$ cat src/rtl/rom_rd_pkg.sv
// Shared definitions for the ROM burst reader: FSM state encoding and
// default datapath widths.
package rom_rd_pkg;

  localparam int unsigned DEF_ADDR_W = 4;
  localparam int unsigned DEF_DATA_W = 4;
  localparam int unsigned DEF_LEN_W  = 5;

  typedef enum logic [2:0] {
    IDLE,
    REQ,
    CAP,
    HOLD,
    DONE
  } rd_state_t;

endpackage

$ cat src/rtl/rom_reader.sv
// Burst initiator for a synchronous 1-cycle-latency ROM read port. Walks
// len consecutive addresses from base_addr (wrapping modulo 2**ADDR_W),
// captures each returned word and offers it on a valid/ready stream.
// Optional feature macro: ROM_RD_CHECKSUM_EN adds csum/csum_valid, a
// modulo-2**DATA_W sum of every handshaken word, reported with done.
module rom_reader
  import rom_rd_pkg::*;
#(
  parameter int unsigned ADDR_W = DEF_ADDR_W,
  parameter int unsigned DATA_W = DEF_DATA_W,
  parameter int unsigned LEN_W  = DEF_LEN_W
) (
  input  logic              clk,
  input  logic              rst,
  input  logic              start,
  input  logic [ADDR_W-1:0] base_addr,
  input  logic [LEN_W-1:0]  len,
  output logic              busy,
  output logic              done,
  output logic              rom_read,
  output logic [ADDR_W-1:0] rom_addr,
  input  logic [DATA_W-1:0] rom_data,
  output logic              out_valid,
  output logic [DATA_W-1:0] out_data,
  input  logic              out_ready
`ifdef ROM_RD_CHECKSUM_EN
  ,
  output logic [DATA_W-1:0] csum,
  output logic              csum_valid
`endif
);

  rd_state_t            state;
  logic [LEN_W-1:0]     remaining;

  // Burst sequencer: rom_addr doubles as the running address counter, and
  // rom_read is raised on the edge that enters REQ so it lasts exactly REQ.
  always_ff @(posedge clk or negedge rst) begin
    if (!rst) begin
      state     <= IDLE;
      remaining <= '0;
      busy      <= 1'b0;
      done      <= 1'b0;
      rom_read  <= 1'b0;
      rom_addr  <= '0;
      out_valid <= 1'b0;
      out_data  <= '0;
    end else begin
      rom_read <= 1'b0;
      done     <= 1'b0;
      unique case (state)
        IDLE: begin
          if (start) begin
            busy <= 1'b1;
            if (len != '0) begin
              rom_addr  <= base_addr;
              remaining <= len;
              rom_read  <= 1'b1;
              state     <= REQ;
            end else begin
              done  <= 1'b1;
              state <= DONE;
            end
          end
        end
        REQ: begin
          state <= CAP;
        end
        CAP: begin
          out_data  <= rom_data;
          out_valid <= 1'b1;
          state     <= HOLD;
        end
        HOLD: begin
          if (out_ready) begin
            out_valid <= 1'b0;
            remaining <= remaining - LEN_W'(1);
            if (remaining == LEN_W'(1)) begin
              done  <= 1'b1;
              state <= DONE;
            end else begin
              rom_addr <= rom_addr + ADDR_W'(1);
              rom_read <= 1'b1;
              state    <= REQ;
            end
          end
        end
        DONE: begin
          busy  <= 1'b0;
          state <= IDLE;
        end
        default: begin
          state <= IDLE;
        end
      endcase
    end
  end

`ifdef ROM_RD_CHECKSUM_EN
  // Running sum of accepted words; cleared on an accepted start and
  // flagged on the same edges that raise done.
  always_ff @(posedge clk or negedge rst) begin
    if (!rst) begin
      csum       <= '0;
      csum_valid <= 1'b0;
    end else begin
      csum_valid <= 1'b0;
      if (state == IDLE && start) begin
        csum <= '0;
        if (len == '0) begin
          csum_valid <= 1'b1;
        end
      end else if (state == HOLD && out_ready) begin
        csum <= csum + out_data;
        if (remaining == LEN_W'(1)) begin
          csum_valid <= 1'b1;
        end
      end
    end
  end
`endif

endmodule
$ cat config.mk
export PLATFORM = sky130hd
export DESIGN_NAME = rom_reader
export DESIGN_NICKNAME = d
export VERILOG_FILES = /design/src/rtl/rom_rd_pkg.sv /design/src/rtl/rom_reader.sv
export SDC_FILE = /design/constraint.sdc
export NUM_CORES = 1
export LEC_CHECK = 0
export ABC_AREA = 1
export CORE_MARGIN = 5
export CORE_UTILIZATION = 47
export CTS_CLUSTER_DIAMETER = 120
export CTS_CLUSTER_SIZE = 28
export DETAILED_ROUTE_END_ITERATION = 10
export PLACE_DENSITY = 0.77
export SYNTH_ARGS = -nofsm -noshare
export SYNTH_HDL_FRONTEND = slang
export SYNTH_SLANG_ARGS = --single-unit
$ cat constraint.sdc
create_clock -name clk -period 1.5 [get_ports clk]
set_input_delay 0.3 -clock clk [delete_from_list [all_inputs] [get_ports clk]]
set_output_delay 0.3 -clock clk [all_outputs]
set_load 0.03 [all_outputs]
==> metrics.md <==
| Metric | Value |
|---|---|
| Cell family with the largest share of critical-path delay | `flip-flops` |
| Layout area overhead | `35.6%` |
| WL per Instance | `about 12 µm` |
| Tcrit/Tclk final | `0.945` |
| Setup fix buffers added after clock tree synthesis | `0` |
| Startpoint class of the critical path | `flip-flop` |
| Most instantiated library cell after synthesis | `sky130_fd_sc_hd__nand2_1` |
| Cells along the critical path | `clkdlybuf4s15_1` |
| CTS tree | `done` |
| Count of mapped cells out of synthesis | `142` |
| Non-Filler Cell Area, Final | `1490 µm²` |
| Hold crit path type | `primary input to asynchronous set/reset pin` |
| Count of TritonRoute iterations in the first routing pass | `4` |
| # DRC | `0` |
| Hold Buf Count CTS | `0` |
| H-tree depth | `1` |
| Worst path setup slack after routing | `a little over 0.08 ns` |
| Fin util | `0.673` |
| Number of distinct library cells after synthesis | `19` |
| Post-Place Setup Slack | `-0.0640 ns` |
| Clock skew | `0.00344 ns` |
| IR drop worst, VDD | `about 1300 µV` |
| Final Critical Period | `1.42 ns` |
| Cell types with the highest counts after synthesis | `56 x sky130_fd_sc_hd__nand2_1, 20 x sky130_fd_sc_hd__dfrtp_1, 15 x sky130_fd_sc_hd__nand3_1` |
| Reg2reg path depth | `7` |
| DR vias | `1,039` |
| Sinks on Clock Net | `20` |
| Placed Cells | `203` |
| Vias per Instance | `5.02` |
| Kind of critical path | `flip-flop to primary output` |
| Final count of negative-setup-slack endpoints | `0` |
| DIE HEIGHT | `around 58 µm` |
| Insertion delay to the later sink of the worst-skew pair | `~0.30 ns` |
| Predominant post-synthesis flop cell | `sky130_fd_sc_hd__dfrtp_1` |
| Destination of the worst register-to-register timing path | `remaining[4]` |
| PortBufs | `28` |
| Wire length reported by the detailed router | `2550 µm` |
| Total global routing track utilization | `0.164` |
| Mean post-synth cell area | `just under 8 µm²` |
| Cell taking the most area after synthesis | `sky130_fd_sc_hd__dfrtp_1` |
| Worst EP required | `1.20 ns` |
| Synthesis warning total | `0` |
| Horizontal die dimension | `between 50 and 60 µm` |
| Hpwl dp | `between 1500 and 2000 µm` |
| Pin count of the biggest net entering global routing | `21` |
| Routed Antenna Nets | `0` |
| Placement Cell Area | `1450 µm²` |
| Clock tree root buffer cell | `sky130_fd_sc_hd__clkbuf_4` |
| Total of max-cap violations | `0` |
| Share of layout cells above drive strength 1 | `0.134` |
| Filler cells | `about 190` |
| Initial DRC Count | `29` |
| Number of rows in the core area | `17` |
| RSZ-0062 raised after global routing | `no` |
| CP Data Arrival Time | `around 1.1 ns` |
| Endpoint class of the critical path | `primary output` |
| Post-layout power | `0.00314 W` |
| First-pass GRT wire length | `4430 µm` |
| Pins over their slew limit | `0` |
| Net count of the finished layout | `200` |
| Power per Cell Area | `2110 nW/µm²` |
| Total congestion overflow | `0` |
| Worst reg2reg path startpoint | `state[0]` |
| Number of non-filler instances in the completed layout | `207` |
| Max-slew headroom at the worst pin | `0.791` |
| Ports | `29` |
| Die Footprint | `between 3000 and 4000 µm²` |
| Clock Path Buffers | `2` |
| Cell types occupying the most area after synthesis | `sky130_fd_sc_hd__dfrtp_1 46%, sky130_fd_sc_hd__nand2_1 19%, sky130_fd_sc_hd__nand3_1 6.8%` |
| Core outline area | `2210 µm²` |
| Clock transition at the registers of the reported paths | `approximately 0.12 ns` |
| Antenna fix cells | `0` |
| CTS Buf Count | `3` |
| Vias in the first global route | `1,028` |
| Gpl congestion | `0.861` |
| Synth Net Count | `162` |
| Leakage | `~0.77 nW` |
| Number of antenna violations at the first check in global routing | `0` |
| Share of synthesized registers carrying an async set or reset | `1.00` |
| Synthesized area | `1100 µm²` |
| Slowest library cell on the worst path | `sky130_fd_sc_hd__dfrtp_1` |
| Post-synth EDFFs | `0` |
| Worst-Margin Slew | `0.313 ns` |
| Result of the run | `finished clean` |
| Crit-path max FO | `5` |
| Reg2reg setup slack | `0.13 ns` |
| Initial Utilization | `0.496` |
| Combined buffer and inverter count along the critical path | `1` |
| Slowest stage delay, CP | `between 0.4 and 0.5 ns` |
| Share of the synthesized area in the top cell type | `0.456` |
| Achievable frequency | `between 0.7 and 0.8 GHz` |
| Total of flip-flops plus latches after synthesis | `20` |
| Sequential-to-total area share from yosys stat | `0.456` |
| Final hold vios | `0` |
-- worst max-delay path by stage --
stage / slack [ns] / depth (start not counted) / end / start
finish: 0.08 / 1 / rom_addr[1] / rom_addr[1]
floorplan: 0.30 / 5 / rom_addr[2] / rom_addr[0]
CTS: 0.04 / 1 / rom_addr[1] / rom_addr[1]
global route: 0.008 / 8 / rom_addr[1] / state[0]
global placement: -0.02 / 8 / remaining[0] / len[0]
detailed placement: -0.06 / 8 / remaining[4] / len[0]
-- metrics by stage --
| stage | hold slack (ns) | TNS, ns |
|---|---|---|
| global placement | 0.478 | -0.0848 |
| global route | 0.328 | 0 |
| floorplan | 0.00441 | 0 |
| finish | 0.319 | 0 |
| detailed placement | 0.477 | -0.276 |
| CTS | 0.318 | 0 |
-- placed cells by master, fill, tap and decap left out, drive strengths merged, types with 2 or more instances in the layout --
cell type / n
mux2: 4
o21a: 2
xnor2: 2
nand3: 16
ha: 3
dfrtp: 20
nor2: 12
clkbuf: 4
inv: 15
buf: 6
nand2: 58
o21ai: 6
dlygate4sd2: 11
clkdlybuf4s50: 16
-- layout make-up --
type                            count  area (µm²)  share of cell area
Clock buffer                        4        36.3              0.0244
Inverter                           15        56.3              0.0378
Multi-Input combinational cell    106         548               0.368
Sequential cell                    20         500               0.336
Tap cell                           28        35.0              0.0235
Timing Repair Buffer               34         312               0.209
-- state kept, by name, summed over array words and instances (netlist names) --
name / count
out_valid: 1
remaining: 5
rom_addr: 4
busy: 1
done: 1
out_data: 4
state: 3
rom_read: 1
-- what timing repair did --
| action | 4_1_cts | 5_1_grt |
|---|---|---|
| gates resized for setup | 12 | 4 |
| hold endpoints to repair | 0 | 0 |
| endpoints found under the setup margin | 12 | 6 |
-- where the power goes --
group | total [W] | switching, W | internal [W]
logic | 0.00185 | 0.00115 | 0.000694
clock network | 0.000317 | 0.000169 | 0.000148
registers | 0.000979 | 0.000189 | 0.000790
-- routing by layer --
layer,part of all wire,global-route usage
met4,0.015,0.0795
met1,0.45,0.209
met2,0.48,0.268
met5,0,0
met3,0.053,0.0307
-- logic make-up after synthesis --
group / Yosys count / synth area share
multiplexers: 4 / 0.0410
XOR/XNOR: 2 / 0.0160
AO/OA/AOI/OAI: 10 / 0.0559
AND/OR/NAND/NOR: 87 / 0.341
adder cells (fa/ha/maj): 3 / 0.0342
buffers and inverters: 16 / 0.0559
flip-flops: 20 / 0.456
Note: power is estimated with default switching activity, not from simulation.
